--- src/rtl/evg_pkg.sv ---
// Shared event-link definitions: event codes, FSM state encoding and the
// helper that maps a seconds bit onto its shift event code.
package evg_pkg;

   localparam logic [7:0] CODE_SHIFT0    = 8'h70;
   localparam logic [7:0] CODE_SHIFT1    = 8'h71;
   localparam logic [7:0] CODE_MARKER    = 8'h7D;
   localparam logic [7:0] CODE_HEARTBEAT = 8'h7A;

   localparam int unsigned SECONDS_BITS = 32;

   typedef enum logic [2:0] {
      ST_IDLE      = 3'd0,
      ST_MARKER    = 3'd1,
      ST_DELAY     = 3'd2,
      ST_SHIFT     = 3'd3,
      ST_GAP       = 3'd4,
      ST_HEARTBEAT = 3'd5
   } state_t;

   function automatic logic [7:0] shift_code(input logic bit_value);
      return bit_value ? CODE_SHIFT1 : CODE_SHIFT0;
   endfunction

endpackage

--- src/rtl/seconds_event_tx_if.sv ---
// Signals between the NTP clock block, the seconds transmitter and the
// event-code arbiter. master = transmitter, slave = its environment.
interface seconds_event_tx_if;

   logic        ppsStrobe;
   logic        secondsValid;
   logic [31:0] secondsNext;
   logic        evReady;
   logic        evValid;
   logic [7:0]  evCode;
   logic [15:0] overrunCount;
   logic        busy;

   modport master (
      input  ppsStrobe, secondsValid, secondsNext, evReady,
      output evValid, evCode, overrunCount, busy
   );

   modport slave (
      output ppsStrobe, secondsValid, secondsNext, evReady,
      input  evValid, evCode, overrunCount, busy
   );

endinterface

--- src/rtl/event_slot_hold.sv ---
// Single-entry event slot: holds valid/code until the arbiter takes it.
// A new load always wins, which is how a restart withdraws a pending code.
module event_slot_hold (
   input  logic       clk,
   input  logic       reset,
   input  logic       i_load,
   input  logic [7:0] i_code,
   input  logic       i_ready,
   output logic       o_valid,
   output logic [7:0] o_code
);

   logic       r_valid;
   logic [7:0] r_code;

   // NOTE: state uses non-blocking assignments so every flop samples pre-edge values.
   always_ff @(posedge clk) begin
      if (reset) begin
         r_valid <= 1'b0;
         r_code  <= 8'h00;
      end else if (i_load) begin
         r_valid <= 1'b1;
         r_code  <= i_code;
      end else if (r_valid && i_ready) begin
         r_valid <= 1'b0;
      end
   end

   assign o_valid = r_valid;
   assign o_code  = r_code;

endmodule

--- src/rtl/seconds_event_tx.sv ---
// Seconds-marker transmitter: marker on PPS, then next second's count as 32
// shift events MSB first. Define SECONDS_TX_HEARTBEAT_EN for a trailing heartbeat.
module seconds_event_tx
   import evg_pkg::*;
#(
   parameter int unsigned SHIFT_DELAY = 1000,
   parameter int unsigned BIT_SPACING = 8
) (
   input logic                clk,
   input logic                reset,
   seconds_event_tx_if.master io_bus
);

   localparam int unsigned TIMER_MAX = (SHIFT_DELAY > BIT_SPACING) ? SHIFT_DELAY : BIT_SPACING;
   localparam int          TIMER_W   = $clog2(TIMER_MAX + 1);
   localparam int          BITS_W    = $clog2(SECONDS_BITS + 1);

   state_t             r_state;
   logic               r_sec_valid;
   logic [31:0]        r_shift;
   logic [BITS_W-1:0]  r_bits;
   logic [TIMER_W-1:0] r_timer;
   logic [15:0]        r_overrun;

   logic       w_valid;
   logic [7:0] w_ev_code;
   logic       w_transfer;
   logic       w_timer_done;
   logic       w_load;
   logic [7:0] w_code;
   logic       w_overrun;

   assign w_transfer   = w_valid & io_bus.evReady;
   // Timer expires as it would reach zero, so a load of N gives exactly N cycles.
   assign w_timer_done = (r_timer <= TIMER_W'(1));

   // NOTE: every always_comb output gets a default first so no latch is inferred.
   always_comb begin
      w_load    = 1'b0;
      w_code    = CODE_MARKER;
      w_overrun = 1'b0;
      if (io_bus.ppsStrobe) begin
         w_load = 1'b1;
         case (r_state)
            ST_DELAY, ST_SHIFT, ST_GAP: w_overrun = 1'b1;
`ifdef SECONDS_TX_HEARTBEAT_EN
            ST_HEARTBEAT:               w_overrun = !w_transfer;
`endif
            default:                    w_overrun = 1'b0;
         endcase
      end else begin
         case (r_state)
            ST_DELAY: begin
               if (w_timer_done) begin
                  w_load = 1'b1;
                  w_code = shift_code(r_shift[31]);
               end
            end
            ST_GAP: begin
               if (w_timer_done && r_bits != '0) begin
                  w_load = 1'b1;
                  w_code = shift_code(r_shift[31]);
               end
`ifdef SECONDS_TX_HEARTBEAT_EN
               else if (w_timer_done) begin
                  w_load = 1'b1;
                  w_code = CODE_HEARTBEAT;
               end
`endif
            end
`ifdef SECONDS_TX_HEARTBEAT_EN
            ST_MARKER: begin
               if (w_transfer && !r_sec_valid) begin
                  w_load = 1'b1;
                  w_code = CODE_HEARTBEAT;
               end
            end
`endif
            default: w_load = 1'b0;
         endcase
      end
   end

   always_ff @(posedge clk) begin
      if (reset) begin
         r_state     <= ST_IDLE;
         r_sec_valid <= 1'b0;
         r_shift     <= '0;
         r_bits      <= '0;
         r_timer     <= '0;
         r_overrun   <= '0;
      end else if (io_bus.ppsStrobe) begin
         r_state     <= ST_MARKER;
         r_sec_valid <= io_bus.secondsValid;
         if (io_bus.secondsValid) begin
            r_shift <= io_bus.secondsNext;
            r_bits  <= BITS_W'(SECONDS_BITS);
         end
         if (w_overrun && r_overrun != 16'hFFFF)
            r_overrun <= r_overrun + 16'd1;
      end else begin
         case (r_state)
            ST_MARKER: begin
               if (w_transfer) begin
                  if (r_sec_valid) begin
                     r_state <= ST_DELAY;
                     r_timer <= TIMER_W'(SHIFT_DELAY);
                  end else begin
`ifdef SECONDS_TX_HEARTBEAT_EN
                     r_state <= ST_HEARTBEAT;
`else
                     r_state <= ST_IDLE;
`endif
                  end
               end
            end
            ST_DELAY: begin
               if (w_timer_done) r_state <= ST_SHIFT;
               else              r_timer <= r_timer - TIMER_W'(1);
            end
            ST_SHIFT: begin
               if (w_transfer) begin
                  r_shift <= {r_shift[30:0], 1'b0};
                  r_bits  <= r_bits - BITS_W'(1);
                  r_timer <= TIMER_W'(BIT_SPACING);
                  r_state <= ST_GAP;
               end
            end
            ST_GAP: begin
               if (!w_timer_done)      r_timer <= r_timer - TIMER_W'(1);
               else if (r_bits != '0)  r_state <= ST_SHIFT;
`ifdef SECONDS_TX_HEARTBEAT_EN
               else                    r_state <= ST_HEARTBEAT;
`else
               else                    r_state <= ST_IDLE;
`endif
            end
            ST_HEARTBEAT: begin
               if (w_transfer) r_state <= ST_IDLE;
            end
            default: r_state <= ST_IDLE;
         endcase
      end
   end

   event_slot_hold u_slot (
      .clk     (clk),
      .reset   (reset),
      .i_load  (w_load),
      .i_code  (w_code),
      .i_ready (io_bus.evReady),
      .o_valid (w_valid),
      .o_code  (w_ev_code)
   );

   assign io_bus.evValid      = w_valid;
   assign io_bus.evCode       = w_ev_code;
   assign io_bus.overrunCount = r_overrun;
   assign io_bus.busy         = (r_state != ST_IDLE);

endmodule

--- src/flat_wrapper.sv ---
// flat-port wrapper written by rule: the top's interface ports become plain ports
module seconds_event_tx_flat import evg_pkg::*;
#(
   parameter int unsigned SHIFT_DELAY = 1000,
   parameter int unsigned BIT_SPACING = 8
)
  (clk, reset, io_bus_ppsStrobe, io_bus_secondsValid, io_bus_secondsNext, io_bus_evReady, io_bus_evValid, io_bus_evCode, io_bus_overrunCount, io_bus_busy);
  seconds_event_tx_if io_bus_i ();
  input logic clk;
  input logic reset;
  input wire logic [$bits(io_bus_i.ppsStrobe)-1:0] io_bus_ppsStrobe;
  input wire logic [$bits(io_bus_i.secondsValid)-1:0] io_bus_secondsValid;
  input wire logic [$bits(io_bus_i.secondsNext)-1:0] io_bus_secondsNext;
  input wire logic [$bits(io_bus_i.evReady)-1:0] io_bus_evReady;
  output wire logic [$bits(io_bus_i.evValid)-1:0] io_bus_evValid;
  output wire logic [$bits(io_bus_i.evCode)-1:0] io_bus_evCode;
  output wire logic [$bits(io_bus_i.overrunCount)-1:0] io_bus_overrunCount;
  output wire logic [$bits(io_bus_i.busy)-1:0] io_bus_busy;
  assign io_bus_i.ppsStrobe = io_bus_ppsStrobe;
  assign io_bus_i.secondsValid = io_bus_secondsValid;
  assign io_bus_i.secondsNext = io_bus_secondsNext;
  assign io_bus_i.evReady = io_bus_evReady;
  assign io_bus_evValid = io_bus_i.evValid;
  assign io_bus_evCode = io_bus_i.evCode;
  assign io_bus_overrunCount = io_bus_i.overrunCount;
  assign io_bus_busy = io_bus_i.busy;
  seconds_event_tx #(.SHIFT_DELAY(SHIFT_DELAY), .BIT_SPACING(BIT_SPACING)) u_core (.clk(clk), .reset(reset), .io_bus(io_bus_i));
endmodule
--- config.mk ---
export PLATFORM = sky130hd
export DESIGN_NAME = seconds_event_tx_flat
export DESIGN_NICKNAME = d
export VERILOG_FILES = /design/src/rtl/evg_pkg.sv /design/src/rtl/seconds_event_tx_if.sv /design/src/rtl/event_slot_hold.sv /design/src/rtl/seconds_event_tx.sv /design/src/flat_wrapper.sv
export SDC_FILE = /design/constraint.sdc
export NUM_CORES = 1
export LEC_CHECK = 0
export BUFFER_PORTS_ARGS = -buffer_cell sky130_fd_sc_hd__buf_2
export CAP_MARGIN = 20
export CORE_MARGIN = 5
export CORE_UTILIZATION = 60
export CTS_CLUSTER_DIAMETER = 30
export DETAILED_ROUTE_END_ITERATION = 6
export PLACE_DENSITY = 0.89
export SETUP_SLACK_MARGIN = 0.4
export SLEW_MARGIN = 20
export SYNTH_ARGS = -nofsm -noshare
export SYNTH_HDL_FRONTEND = slang
export SYNTH_SLANG_ARGS = --single-unit
export TNS_END_PERCENT = 100
--- constraint.sdc ---
create_clock -name clk -period 3.95 [get_ports clk]
set_input_delay 0.1975 -clock clk [delete_from_list [all_inputs] [get_ports clk]]
set_output_delay 0.1975 -clock clk [all_outputs]
set_load 0.05 [all_outputs]
==> results, run 1 <==
- The flow ran to the end, and the final reports show no timing, DRC or antenna violations.
- The reg-to-reg critical path startpoint is u_core.r_state[1]$_SDFFE_PP0P_.
- In this run the mean area of a mapped cell was 8.82 um2.
- The global-route wire length before repair is 13200 um.
- The number of gates resized after CTS was 0.
- Along the worst path, the maximum fanout reaches 46.
- The max capacitance violation total is 0.
- The first detailed-routing pass took 5 iterations.
- Entering global routing, the biggest net connects 47 pins.
- By instance count, the leading cell after synthesis is sky130_fd_sc_hd__dfxtp_1.
- The number of nets in the final layout is 498.
- The number of instances in the synthesized netlist is 412.
- The Yosys step of the flow raised 0 warnings.
- The chip width is 87.8 um.
- The critical path required time is 4.21 ns.
- The combined area of all synthesized cells is 3630 um2.
- The repair_antennas step left the layout with diodes totalling 0.
- The top flip-flop cell by instance count after synthesis is sky130_fd_sc_hd__dfxtp_1.
- After clock tree synthesis, the clock-pin slew on the worst setup and hold paths is 0.08 ns.
- The class of the most critical setup path is flop to flop.
- Across the routed clock network, the largest skew measured is 0.0155 ns.
- Traced cell by cell, the critical path runs through nand4b_1, o21ai_4, buf_4, nor2_1, a211oi_1.
- The synthesis-to-layout area growth is 13.3%.
- Before CTS, the worst setup slack after placement is 1.77 ns.
- The number of DRC violations after detailed routing is 0.
- The number of pins with negative max-slew slack in the final report is 0.
- Setup repair after global routing left no endpoint under its margin.
- After floorplanning, the core was divided into 28 placement rows.
- The number of antenna violations at the first check in global routing is 0.
- The mean number of vias per cell is 5.78.
- The final hold violation count came to 0.
- Setup slack on the critical path of the routed design comes to 1.70 ns.
- The nature of the critical path startpoint is a flop.
- The later pin in the worst-skew pair is clocked with a latency of 0.36 ns.
- The worst slew slack as a fraction of its limit is 48.3%.
- The number of sinks handled by clock tree synthesis is 72.
- After synthesis, flip-flops and latches occupy 39.7% of the total area.
- The hold buffer count at cts is 0.
- Global routing finished with a remaining overflow of 0.
- The register bit count reported by yosys is 72.
- The total wirelength of the detailed-routed design is 7940 um.
- Counting along the longest clock path gives a buffer depth of 2.
- The startpoint identified for the worst hold timing path is io_bus_secondsNext[0].
- The worst hold path class is input port to flop.
- Ranked by total cell area, the synthesized netlist is headed by sky130_fd_sc_hd__dfxtp_1, sky130_fd_sc_hd__mux2i_1, sky130_fd_sc_hd__a211oi_1.
- The area of the die is 7710 um2.
- After synthesis, the largest area contributor takes up 39.7% of total cell area.
- The final period utilization is 57.1%.
- The remaining number of nets flagged by the antenna check after routing is 0.
- Power spread over the standard cell area amounts to 383 nW/um2.
- For this block, the via count after detailed routing is 3102.
- The fraction of registers with async set or reset after synthesis is 0%.
- The cell leakage power is 1.66 nW.
- Setup total negative slack on the finished layout was measured at 0 ns.
- The layout filler cell count is 475.
- Yosys mapped a number of flops with a built-in enable equal to 0.
- In the final routed layout, each cell accounts on average for 14.8 um.
- Setup violations remaining at the end of the flow were counted as 0.
- IR analysis of the VDD net gives a maximum drop of 0.241 mV.
- TritonCTS built the clock tree.
- The overall die height is 87.8 um.
- The type of destination of the critical path is a flop.
- For this run, the top clock speed supported by timing is 444 MHz.
- The total global-route track usage is 21.5%.
- 63 I/O pins were placed.
- The minimum clock period is 2.25 ns.
- The number of I/O port buffers is 60.
- The total setup buffers inserted after CTS is 0.
- The HPWL reported at the end of detailed placement is 5520 um.
- The maximum cell stage delay along the critical path is 0.62 ns.
- The routability congestion estimate from global placement is 0.883.
- At the pin with the least slew margin, the transition time is 0.775 ns.
- The initial cell density of the core is 61.4%.
- The critical path data arrival time is 2.52 ns.
- Clock tree synthesis inserted a total of 9 buffers.
- The number of global-route vias before repair is 2897.
- The area of the placeable core is 5920 um2.
- For this block, the initial DRC count from the detailed router was 123.
- The most critical setup path has its startpoint at u_core.r_state[1]$_SDFFE_PP0P_.
- The master cell of the clock root buffer is sky130_fd_sc_hd__clkbuf_8.
- Counting instances in the post-synthesis netlist gives the leading cell types as sky130_fd_sc_hd__dfxtp_1, sky130_fd_sc_hd__nor2_1, sky130_fd_sc_hd__a211oi_1, sky130_fd_sc_hd__mux2i_1, sky130_fd_sc_hd__a21oi_1.
- The master of the slowest instance on the critical path is sky130_fd_sc_hd__dfxtp_1.
- The clock tree synthesis step divided the H-tree into 3 levels.
- The number of distinct library cells after synthesis is 62.
- The synthesized design spends more area on one cell type than any other, namely sky130_fd_sc_hd__dfxtp_1.
- The fraction of final layout cells with drive strength greater than 1 is 20.8%.
-- flip-flops by register name, summed over array words and instances, names as in the netlist --
name                        cells
u_core.r_sec_valid              1
u_core.r_shift                 32
u_core.u_slot.o_code            3
u_core.r_timer                 10
u_core.io_bus.overrunCount     16
u_core.r_bits                   6
u_core.u_slot.o_valid           1
u_core.r_state                  3
-- area by class of cell --
class | instances | area (um2) | share of cell area, %
clock buffer | 9 | 124 | 3.01
clock inverter | 7 | 78.8 | 1.91
inverter | 13 | 48.8 | 1.19
multi-input combinational | 298 | 2010 | 48.8
sequential | 72 | 1440 | 35.0
tap | 75 | 93.8 | 2.28
timing repair buffer | 63 | 323 | 7.84
-- metal layers --
| layer | track usage, % | wire length, um | up-vias |
|---|---|---|---|
| li1 | - | - | 1577 |
| met1 | 27.6 | 3610 | 1424 |
| met2 | 34.4 | 3770 | 84 |
| met3 | 3.76 | 380 | 17 |
| met4 | 11.4 | 181 | 0 |
| met5 | 0 | 0 | - |
-- logic make-up after synthesis --
family	synth area share (%)
buffers and inverters	5.51
DFF	39.7
AOI/OAI and AO/OA	20.0
adders and majority gates	1.38
muxes	9.36
xor gates and xnor gates	5.06
other	0.103
and+or+nand+nor	18.9
-- per-stage QoR --
step	cells	hold WS, ns	cell area [um2]	util (%)	total power [W]
floorplan	413	0.345	3640	-	0.000949
global placement	521	0.454	3920	66.1	0.000988
detailed placement	521	0.467	3920	66.1	0.000996
CTS	537	0.102	4120	69.5	0.00159
global route	537	0.119	4120	69.5	0.00165
finish	537	0.114	4120	69.5	0.00158
-- cell usage in the layout (no fill, tap or decap), types with 4 or more instances in the layout --
cell	n
sky130_fd_sc_hd__inv_1	13
sky130_fd_sc_hd__clkbuf_8	9
sky130_fd_sc_hd__nand2b_1	6
sky130_fd_sc_hd__a21oi_1	18
sky130_fd_sc_hd__nand3_1	13
sky130_fd_sc_hd__ha_1	4
sky130_fd_sc_hd__xnor2_1	11
sky130_fd_sc_hd__a31oi_1	4
sky130_fd_sc_hd__xor2_1	10
sky130_fd_sc_hd__nand2_1	17
sky130_fd_sc_hd__o21ai_0	5
sky130_fd_sc_hd__nand4_1	4
sky130_fd_sc_hd__nor3_1	9
sky130_fd_sc_hd__a211oi_1	38
sky130_fd_sc_hd__dfxtp_1	72
sky130_fd_sc_hd__mux2i_1	34
sky130_fd_sc_hd__nor2_1	66
sky130_fd_sc_hd__buf_2	60
-- critical path, delay by kind of cell (launching register included) --
| family | cells | cell delay [ns] |
|---|---|---|
| compound gates | 2 | 0.71 |
| flops | 1 | 0.62 |
| buf+inv | 1 | 0.47 |
| simple gates | 2 | 0.36 |
-- power breakdown --
part	leakage (nW)	switching [W]	internal [W]	total, W
logic	0.982	0.000123	0.0000753	0.000199
clock network	0.0925	0.000300	0.000297	0.000596
registers	0.589	0.0000243	0.000758	0.000782
-- worst paths after layout --
kind / end / cells past startpoint / slack, ns
setup / recovery: u_core.r_shift[8]$_SDFFE_PP0P_ / 5 / 1.70
hold / removal: u_core.r_shift[0]$_SDFFE_PP0P_ / 3 / 0.11
setup reg to reg: u_core.r_shift[8]$_SDFFE_PP0P_ / 5 / 1.70
hold reg to reg: u_core.u_slot.o_code[5]$_SDFFE_PP0P_ / 2 / 0.47
Note: power is estimated with default switching activity, not from simulation.
==> inputs of run 2 (changes only) <==
CORE_UTILIZATION = 56   (was 60)
PLACE_DENSITY = 0.84   (was 0.89)
clock period = 2.1 ns   (was 3.95 ns; I/O delays follow)
==> run 2 against run 1 <==
Net effect:
- critical path depth rose by 1
- final cell count rose by 5.0%
- final area rose by 12%
- global-route usage barely moved
- register-to-register slack got worse by 1.4 ns
- combinational power rose by 130%
- worst hold slack got worse by 0.071 ns
- sequential cell count did not move
- sequential power rose by 88%
- clock-buffer cell count rose by 4
- power rose by 96%
- critical path type unchanged
- critical endpoint is now u_core.io_bus.overrunCount[14]$_SDFFE_PP0P_
- largest cell class unchanged
- highest routed layer unchanged
==> results, run 2 (synthesized netlist as in run 1, its figures left out) <==
- The routability congestion estimate from global placement is 0.858.
- In the final layout, the multi-input gates occupy 2210 um2.
- Based on the critical path, the design can be clocked at up to 555 MHz.
- The worst hold path class is input port to flop.
- During placement, the flow inserted port buffers numbering 60.
- The maximum VDD drop is 0.670 mV.
- The final hold violation count is 0.
- The final instance area is 4620 um2.
- On the worst path, the slowest cell contributes a delay of 0.42 ns.
- The number of search-and-repair iterations in the first detailed-routing pass is 5.
- The initial cell density of the core is 57.2%.
- Summed over all nets, the switching power comes to 0.000827 W.
- The power share of the clock group is 37.9%.
- The sum of overflow across all layers after global routing is 0.
- The number of placed I/O pins is 63.
- The layout filler cell count is 444.
- The worst setup path is captured at a flop.
- The global-route wire length before repair is 14700 um.
- The detail route stage leaves a number of antenna-violating nets equal to 0.
- Combinational cells account for 14.8% of the total power.
- The number of global-route vias before repair is 3152.
- Clock latency on the worst-skew pair, taken at its later pin, is 0.35 ns.
- The buffer depth of the longest clock path is 2.
- The per-cell routed wire length is 16.7 um.
- The hold buffer count at cts is 0.
- The total negative slack for setup checks is 0 ns.
- At the pin with the least slew margin, the transition time is 0.500 ns.
- Excluding fillers, the count of instances in the completed layout stands at 564.
- The die covers 8200 um2.
- The critical path startpoint is u_core.r_state[2]$_SDFFE_PP0P_.
- Clock skew on the completed layout was measured at 0.0101 ns.
- The internal power is 0.00227 W.
- The number of sinks handled by clock tree synthesis is 72.
- The sequential cells in the finished layout cover a total of 1490 um2.
- The minimum clock period is 1.80 ns.
- The number of nets in the final layout is 523.
- After layout, the worst path uses 85.9% of the clock period.
- The HPWL reported at the end of detailed placement is 5920 um.
- Per report_power, the sequential group accounts for 47.4% of the total.
- Row generation in the floorplan step produced 29 rows.
- The largest delay contributor family on the critical path is simple AND/OR/NAND/NOR gates.
- The number of antenna violations at the first check in global routing is 0.
- The run finished with clean final reports.
- Counting the buffers created by CTS gives 9.
- The leading cell type in the layout, fill and taps excluded is sky130_fd_sc_hd__nor2_1.
- The total cell area at the placement stage is 4020 um2.
- The worst hold path was traced through 3 stages.
- The class of the most critical setup path is flop to flop.
- The chip width is 90.6 um.
- Setup repair after global routing could not meet its margin everywhere.
- In this run, placement finished with an instance count of 527.
- After the first detailed-routing iteration, the DRC count stood at 285.
- The H-tree was split into 3 levels.
- Dividing the detail-routed via count by the number of cells gives 6.00.
- The critical-path maximum fanout is 6.
- Counting cells, the worst reg-to-reg path comes to 6.
- The total global-route track usage is 21.5%.
- The start point of the worst hold path is io_bus_secondsNext[0].
- The cell leakage power is 1.87 nW.
- The switching part of the total is 26.7%.
- The area growth from synthesis to layout is 27.0%.
- The total wirelength of the detailed-routed design is 9440 um.
- Headroom to the max-slew limit came out at 66.7%.
- The max capacitance violation total is 0.
- The number of pins with negative max-slew slack in the final report came to 0.
- The TritonCTS clock tree is yes.
- The overall die height is 90.6 um.
- The setup-violating endpoint count in the final report is 0.
- The critical path data arrival time is 2.05 ns.
- The library cells used most frequently in the layout, excluding fill and tap cells, are sky130_fd_sc_hd__nor2_1, sky130_fd_sc_hd__buf_2, sky130_fd_sc_hd__dfxtp_1, sky130_fd_sc_hd__mux2i_1, sky130_fd_sc_hd__a211oi_1.
- The largest individual stage delay along the critical path comes from the cell sky130_fd_sc_hd__or3b_4.
- The slack of the worst reg-to-reg path is 0.30 ns.
- For hold timing, the worst endpoint is u_core.r_shift[0]$_SDFFE_PP0P_.
- The fraction of final layout cells with drive strength greater than 1 is 35.7%.
- The routed via count is 3386.
- The number of DRC violations after detailed routing is 0.
- Together, buffers and inverters on the worst path number 1.
- The worst register-to-register path ends at u_core.io_bus.overrunCount[14]$_SDFFE_PP0P_.
- The flip-flop count of the largest register after layout is 32.
- Traced cell by cell, the critical path runs through or3b_4, a2111oi_4, buf_4, nand3_2, xor2_1, nor2_1.
- u_core.r_shift holds more flip-flops than any other register.
- The master cell of the clock root buffer is sky130_fd_sc_hd__clkbuf_8.
- The area of the placeable core is 6350 um2.
- The number of diodes added for antenna fixing is 0.
- STA classifies the critical path startpoint as a flop.
- The critical path required time is 2.34 ns.
- The clock slew at the register clock pins of the worst setup and hold paths is 0.07 ns.
- The reg-to-reg critical path startpoint is u_core.r_state[2]$_SDFFE_PP0P_.
- For this design the ratio of total power to cell area is 671 nW/um2.
- The pin count of the biggest net entering global routing is 66.
==> run 2: cell types whose count changed in the layout (fill, tap and decap cells not counted), sizes merged <==
| cell | delta |
|---|---|
| inv | -1 |
| buf | +25 |
| clkbuf | +4 |
| clkinvlp | -2 |
| clkinv | -1 |
==> run 2: worst max-delay path by stage <==
stage	endpoint	slack [ns]	depth (start not counted)
3_5_place_dp	u_core.io_bus.overrunCount[9]$_SDFFE_PP0P_	-0.03	5
3_3_place_gp	u_core.io_bus.overrunCount[13]$_SDFFE_PP0P_	0.18	5
5_1_grt	u_core.io_bus.overrunCount[14]$_SDFFE_PP0P_	0.22	6
6_report	u_core.io_bus.overrunCount[14]$_SDFFE_PP0P_	0.30	6
2_1_floorplan	u_core.io_bus.overrunCount[15]$_SDFFE_PP0P_	0.40	5
4_1_cts	u_core.io_bus.overrunCount[12]$_SDFFE_PP0P_	0.32	6
==> run 2: final cells by class <==
class | count | share of cell area [%]
Timing Repair Buffer | 88 | 11.9
Inverter | 13 | 1.06
Clock inverter | 3 | 1.00
Clock buffer | 13 | 3.69
Multi-Input combinational cell | 298 | 47.9
Sequential cell | 72 | 32.3
Tap cell | 77 | 2.09
==> run 2: metrics by stage <==
step | setup slack, ns | hold WS [ns] | power [W] | utilization, %
global placement | 0.183 | 0.388 | 0.00187 | 63.3
floorplan | 0.399 | 0.253 | 0.00179 | -
CTS | 0.321 | 0.0353 | 0.00307 | 70.5
finish | 0.297 | 0.0423 | 0.00310 | 72.7
global route | 0.221 | 0.0561 | 0.00323 | 72.7
detailed placement | -0.0288 | 0.397 | 0.00188 | 63.3
==> run 2: per-layer routing <==
metal	routed length [um]	track usage [%]	vias to the layer above
met2	4780	35.7	148
met5	0	0	-
met1	3820	27.2	1582
li1	-	-	1627
met4	221	9.31	0
met3	611	3.75	29
==> run 2: power by group through the flow <==
stage	Combinational [W]	Clock [W]	Sequential, W
2_1_floorplan	0.000281	0	0.00150
3_3_place_gp	0.000371	0	0.00150
3_5_place_dp	0.000380	0	0.00150
4_1_cts	0.000423	0.00119	0.00147
5_1_grt	0.000491	0.00126	0.00147
6_report	0.000457	0.00117	0.00147
==> run 2: what timing repair did <==
| item | CTS | global route |
|---|---|---|
| pin swaps | 16 | 15 |
| gates resized for setup | 38 | 21 |
| setup endpoints to repair | 34 | 34 |
| setup buffers | 13 | 8 |
| endpoints found under the hold margin | 0 | 0 |
==> run 2: worst register-to-register path: cells and delay by family, from the launching register on <==
kind,cells,cell delay (ns)
xor+xnor,1,0.20
compound gates,1,0.32
simple gates,3,0.58
flops,1,0.40
buf+inv,1,0.20
==> inputs of run 3 (changes only) <==
CELL_PAD_IN_SITES_DETAIL_PLACEMENT = 0   (was unset)
CELL_PAD_IN_SITES_GLOBAL_PLACEMENT = 1   (was unset)
CORE_UTILIZATION = 42   (was 56)
PLACE_DENSITY = 0.83   (was 0.84)
REMOVE_ABC_BUFFERS = 1   (was unset)
==> run 3 against run 2 <==
Net effect:
- fmax grew 2.2%
- largest cell class unchanged
- sequential cell count is the same
- critical path depth shrank 1
- register-to-register slack gained 0.04 ns
==> results, run 3 (synthesized netlist as in run 1, its figures left out) <==
- The number of antenna violations at the first check in global routing was 0.
- STA classifies the critical path endpoint as a flop.
- The flow ran to the end, and the final reports show no timing, DRC or antenna violations.
- After floorplanning, the core was divided into 34 placement rows.
- After routing the design area is 4850 um2.
- In this run the static leakage power is 1.95 nW.
- The total wirelength of the detailed-routed design is 9190 um.
- The number of DRC violations after detailed routing is 0.
- The final hold violation count is 0.
- The largest delay contributor family on the critical path is simple AND/OR/NAND/NOR gates.
- The count of placed standard cells in the final layout, fillers left out is 603.
- In this run, placement finished with an instance count of 568.
- Measured against its own limit, the worst slew margin works out to 66.2%.
- The critical path startpoint is u_core.r_state[1]$_SDFFE_PP0P_.
- Setup repair after global routing could not meet its margin everywhere.
- The die is 103 um wide.
- Once placement finished, the instance area stood at 4070 um2.
- In this run the worst path has a maximum fanout of 7.
- After clock tree synthesis, the clock-pin slew on the worst setup and hold paths is 0.07 ns.
- Setup violations remaining at the end of the flow were counted as 0.
- The tool flagged a number of max-cap violations equal to 0.
- Cells with a size suffix above 1 make up 36.6% of the layout.
- The number of buffers added by the clock tree synthesis step is 9.
- The routed design could run at a clock period as short as 1.76 ns.
- The tightest min-delay check is of the input port to flop type.
- The critical path goes through or3b_4, a2111oi_4, nand4b_1, xor2_1, nor2_1.
- The pre-CTS setup slack is 0.106 ns.
- Entering global routing, the biggest net connects 63 pins.
- The number of global-route vias before repair is 3145.
- The final core area utilization is 56.4%.
- The worst reg2reg path depth is 5.
- Dividing total power by cell area gives a power density of 665 nW/um2.
- For the pin with the worst max-slew slack, the measured transition is 0.508 ns.
- The critical path is of the flop to flop type.
- The die is 103 um tall.
- The destination of the worst register-to-register timing path is u_core.io_bus.overrunCount[12]$_SDFFE_PP0P_.
- The clock passes through at most 2 buffers.
- The number of sinks handled by clock tree synthesis is 72.
- Based on the critical path, the design can be clocked at up to 567 MHz.
- Across all setup checks in the final design, the least slack found is 0.336 ns.
- For this design the top-level I/O count stands at 63.
- The remaining number of nets flagged by the antenna check after routing is 0.
- The flip-flop count of the largest register after layout is 32.
- The synthesis-to-layout area growth is 33.4%.
- Global routing used 16.8% of the available tracks.
- The hold buffer count at cts is 0.
- The leading cell type in the layout, fill and taps excluded is sky130_fd_sc_hd__nor2_1.
- The maximum VDD drop is 0.399 mV.
- The H-tree generated during clock tree synthesis spans 3 levels.
- TritonCTS built the clock tree.
- For the final routed database, the setup TNS stands at 0 ns.
- The buffering stage count on the worst path with inverters included is 0.
- The total number of cells along the worst setup path is 5.
- The number of pins with negative max-slew slack in the final report is 0.
- The number of antenna diodes in the final layout is 0.
- For this run, the detailed router's first-pass iteration total came to 6.
- The routability congestion estimate from global placement is 0.847.
- Of the available clock period, the critical path in the final layout requires 84.0%.
- The per-cell routed wire length is 15.2 um.
- The detailed router finished its first iteration with 122 violations.
- After detailed routing, the number of vias per cell comes to 5.44.
- The slack of the worst reg-to-reg path is 0.34 ns.
- Leaving out fill and tap cells, the most frequent cells in the layout are sky130_fd_sc_hd__nor2_1, sky130_fd_sc_hd__dfxtp_1, sky130_fd_sc_hd__buf_2, sky130_fd_sc_hd__mux2i_1, sky130_fd_sc_hd__a211oi_1.
- In this run the clock root is driven by a sky130_fd_sc_hd__clkbuf_8.
- The top register by number of flip-flops is u_core.r_shift.
- The floorplan step defined a die boundary enclosing 10600 um2.
- The worst register-to-register path begins at u_core.r_state[1]$_SDFFE_PP0P_.
- The largest single stage delay on the critical path is 0.42 ns.
- The layout filler cell count is 766.
- For this design, the slowest cell found on the critical path is sky130_fd_sc_hd__or3b_4.
- The capturing instance or port of the critical path is u_core.io_bus.overrunCount[12]$_SDFFE_PP0P_.
- The insertion delay to the later sink of the worst-skew pair is 0.34 ns.
- The initial cell density of the core is 42.3%.
- STA classifies the critical path startpoint as a flop.
- The area of the placeable core is 8590 um2.
- The critical path data arrival time is 1.97 ns.
- The sum of overflow across all layers after global routing is 0.
- The critical path required time is 2.31 ns.
- The count of buffers added on input and output ports is 60.
- In the final design database the tool counted 532 nets.
- Detailed placement finished with a half-perimeter wire length of 5860 um.
- Across the routed clock network, the largest skew measured is 0.00782 ns.
- The global-route wire length before repair is 14500 um.
- Summing over every cut layer, the via total after detailed routing is 3280.
run 3: cell types whose count changed in the layout (fill, tap and decap cells not counted), moves of 3 or more:
cell | before | now
sky130_fd_sc_hd__dfxtp_1 | 49 | 63
sky130_fd_sc_hd__a21oi_2 | 4 | 8
sky130_fd_sc_hd__dfxtp_2 | 14 | 3
sky130_fd_sc_hd__dfxtp_4 | 9 | 6
sky130_fd_sc_hd__buf_4 | 24 | 31
sky130_fd_sc_hd__a21oi_1 | 16 | 11
run 3: layout make-up:
cell class,count,area (um2),area share [%]
Clock buffer,9,124,2.56
Timing Repair Buffer,97,629,13.0
Inverter,13,53.8,1.11
Tap cell,108,135,2.79
Multi-Input combinational cell,298,2330,48.0
Clock inverter,6,109,2.25
Sequential cell,72,1470,30.3
run 3: what timing repair did:
action | in CTS | in global routing
endpoints found under the setup margin | 65 | 67
cloned | 0 | 1
pin swaps | 13 | 33
resized for setup | 38 | 48
setup buffers | 11 | 8
run 3: worst min-delay path by stage:
stage	startpoint	end	slack [ns]	cells after the start
2_1_floorplan	reset	u_core.r_bits[5]$_SDFFE_PP0P_	0.17	1
3_3_place_gp	io_bus_secondsNext[0]	u_core.r_shift[0]$_SDFFE_PP0P_	0.38	3
3_5_place_dp	io_bus_secondsNext[0]	u_core.r_shift[0]$_SDFFE_PP0P_	0.39	3
4_1_cts	io_bus_secondsNext[0]	u_core.r_shift[0]$_SDFFE_PP0P_	0.01	3
5_1_grt	io_bus_secondsNext[0]	u_core.r_shift[0]$_SDFFE_PP0P_	0.03	3
6_report	io_bus_secondsNext[0]	u_core.r_shift[0]$_SDFFE_PP0P_	0.03	3
run 3: per-stage QoR:
step	power, W	hold WS, ns
after CTS	0.00322	0.0141
after floorplan	0.00175	0.167
after global routing	0.00337	0.0298
after global placement	0.00189	0.383
after detailed placement	0.00189	0.389
final	0.00322	0.0340
run 3: per-layer routing:
layer,track usage (%),part of all wire (%),up-vias
met5,0,0,-
li1,-,-,1632
met3,5.68,6.5,16
met4,5.28,1.6,0
met1,21.3,45,1559
met2,27.0,47,73
run 3: power by group:
part           leakage, nW  internal (W)  switching [W]
combinational         1.24      0.000201       0.000277
sequential           0.595       0.00142      0.0000461
clock                0.119      0.000780       0.000499
total                 1.95       0.00240       0.000822
run 3: worst register-to-register path, stage by stage, from the launching register on:
cell and delay, ns:
sky130_fd_sc_hd__dfxtp_4 0.37, sky130_fd_sc_hd__or3b_4 0.42, sky130_fd_sc_hd__a2111oi_4 0.41, sky130_fd_sc_hd__nand4b_1 0.17
sky130_fd_sc_hd__xor2_1 0.22, sky130_fd_sc_hd__nor2_1 0.05
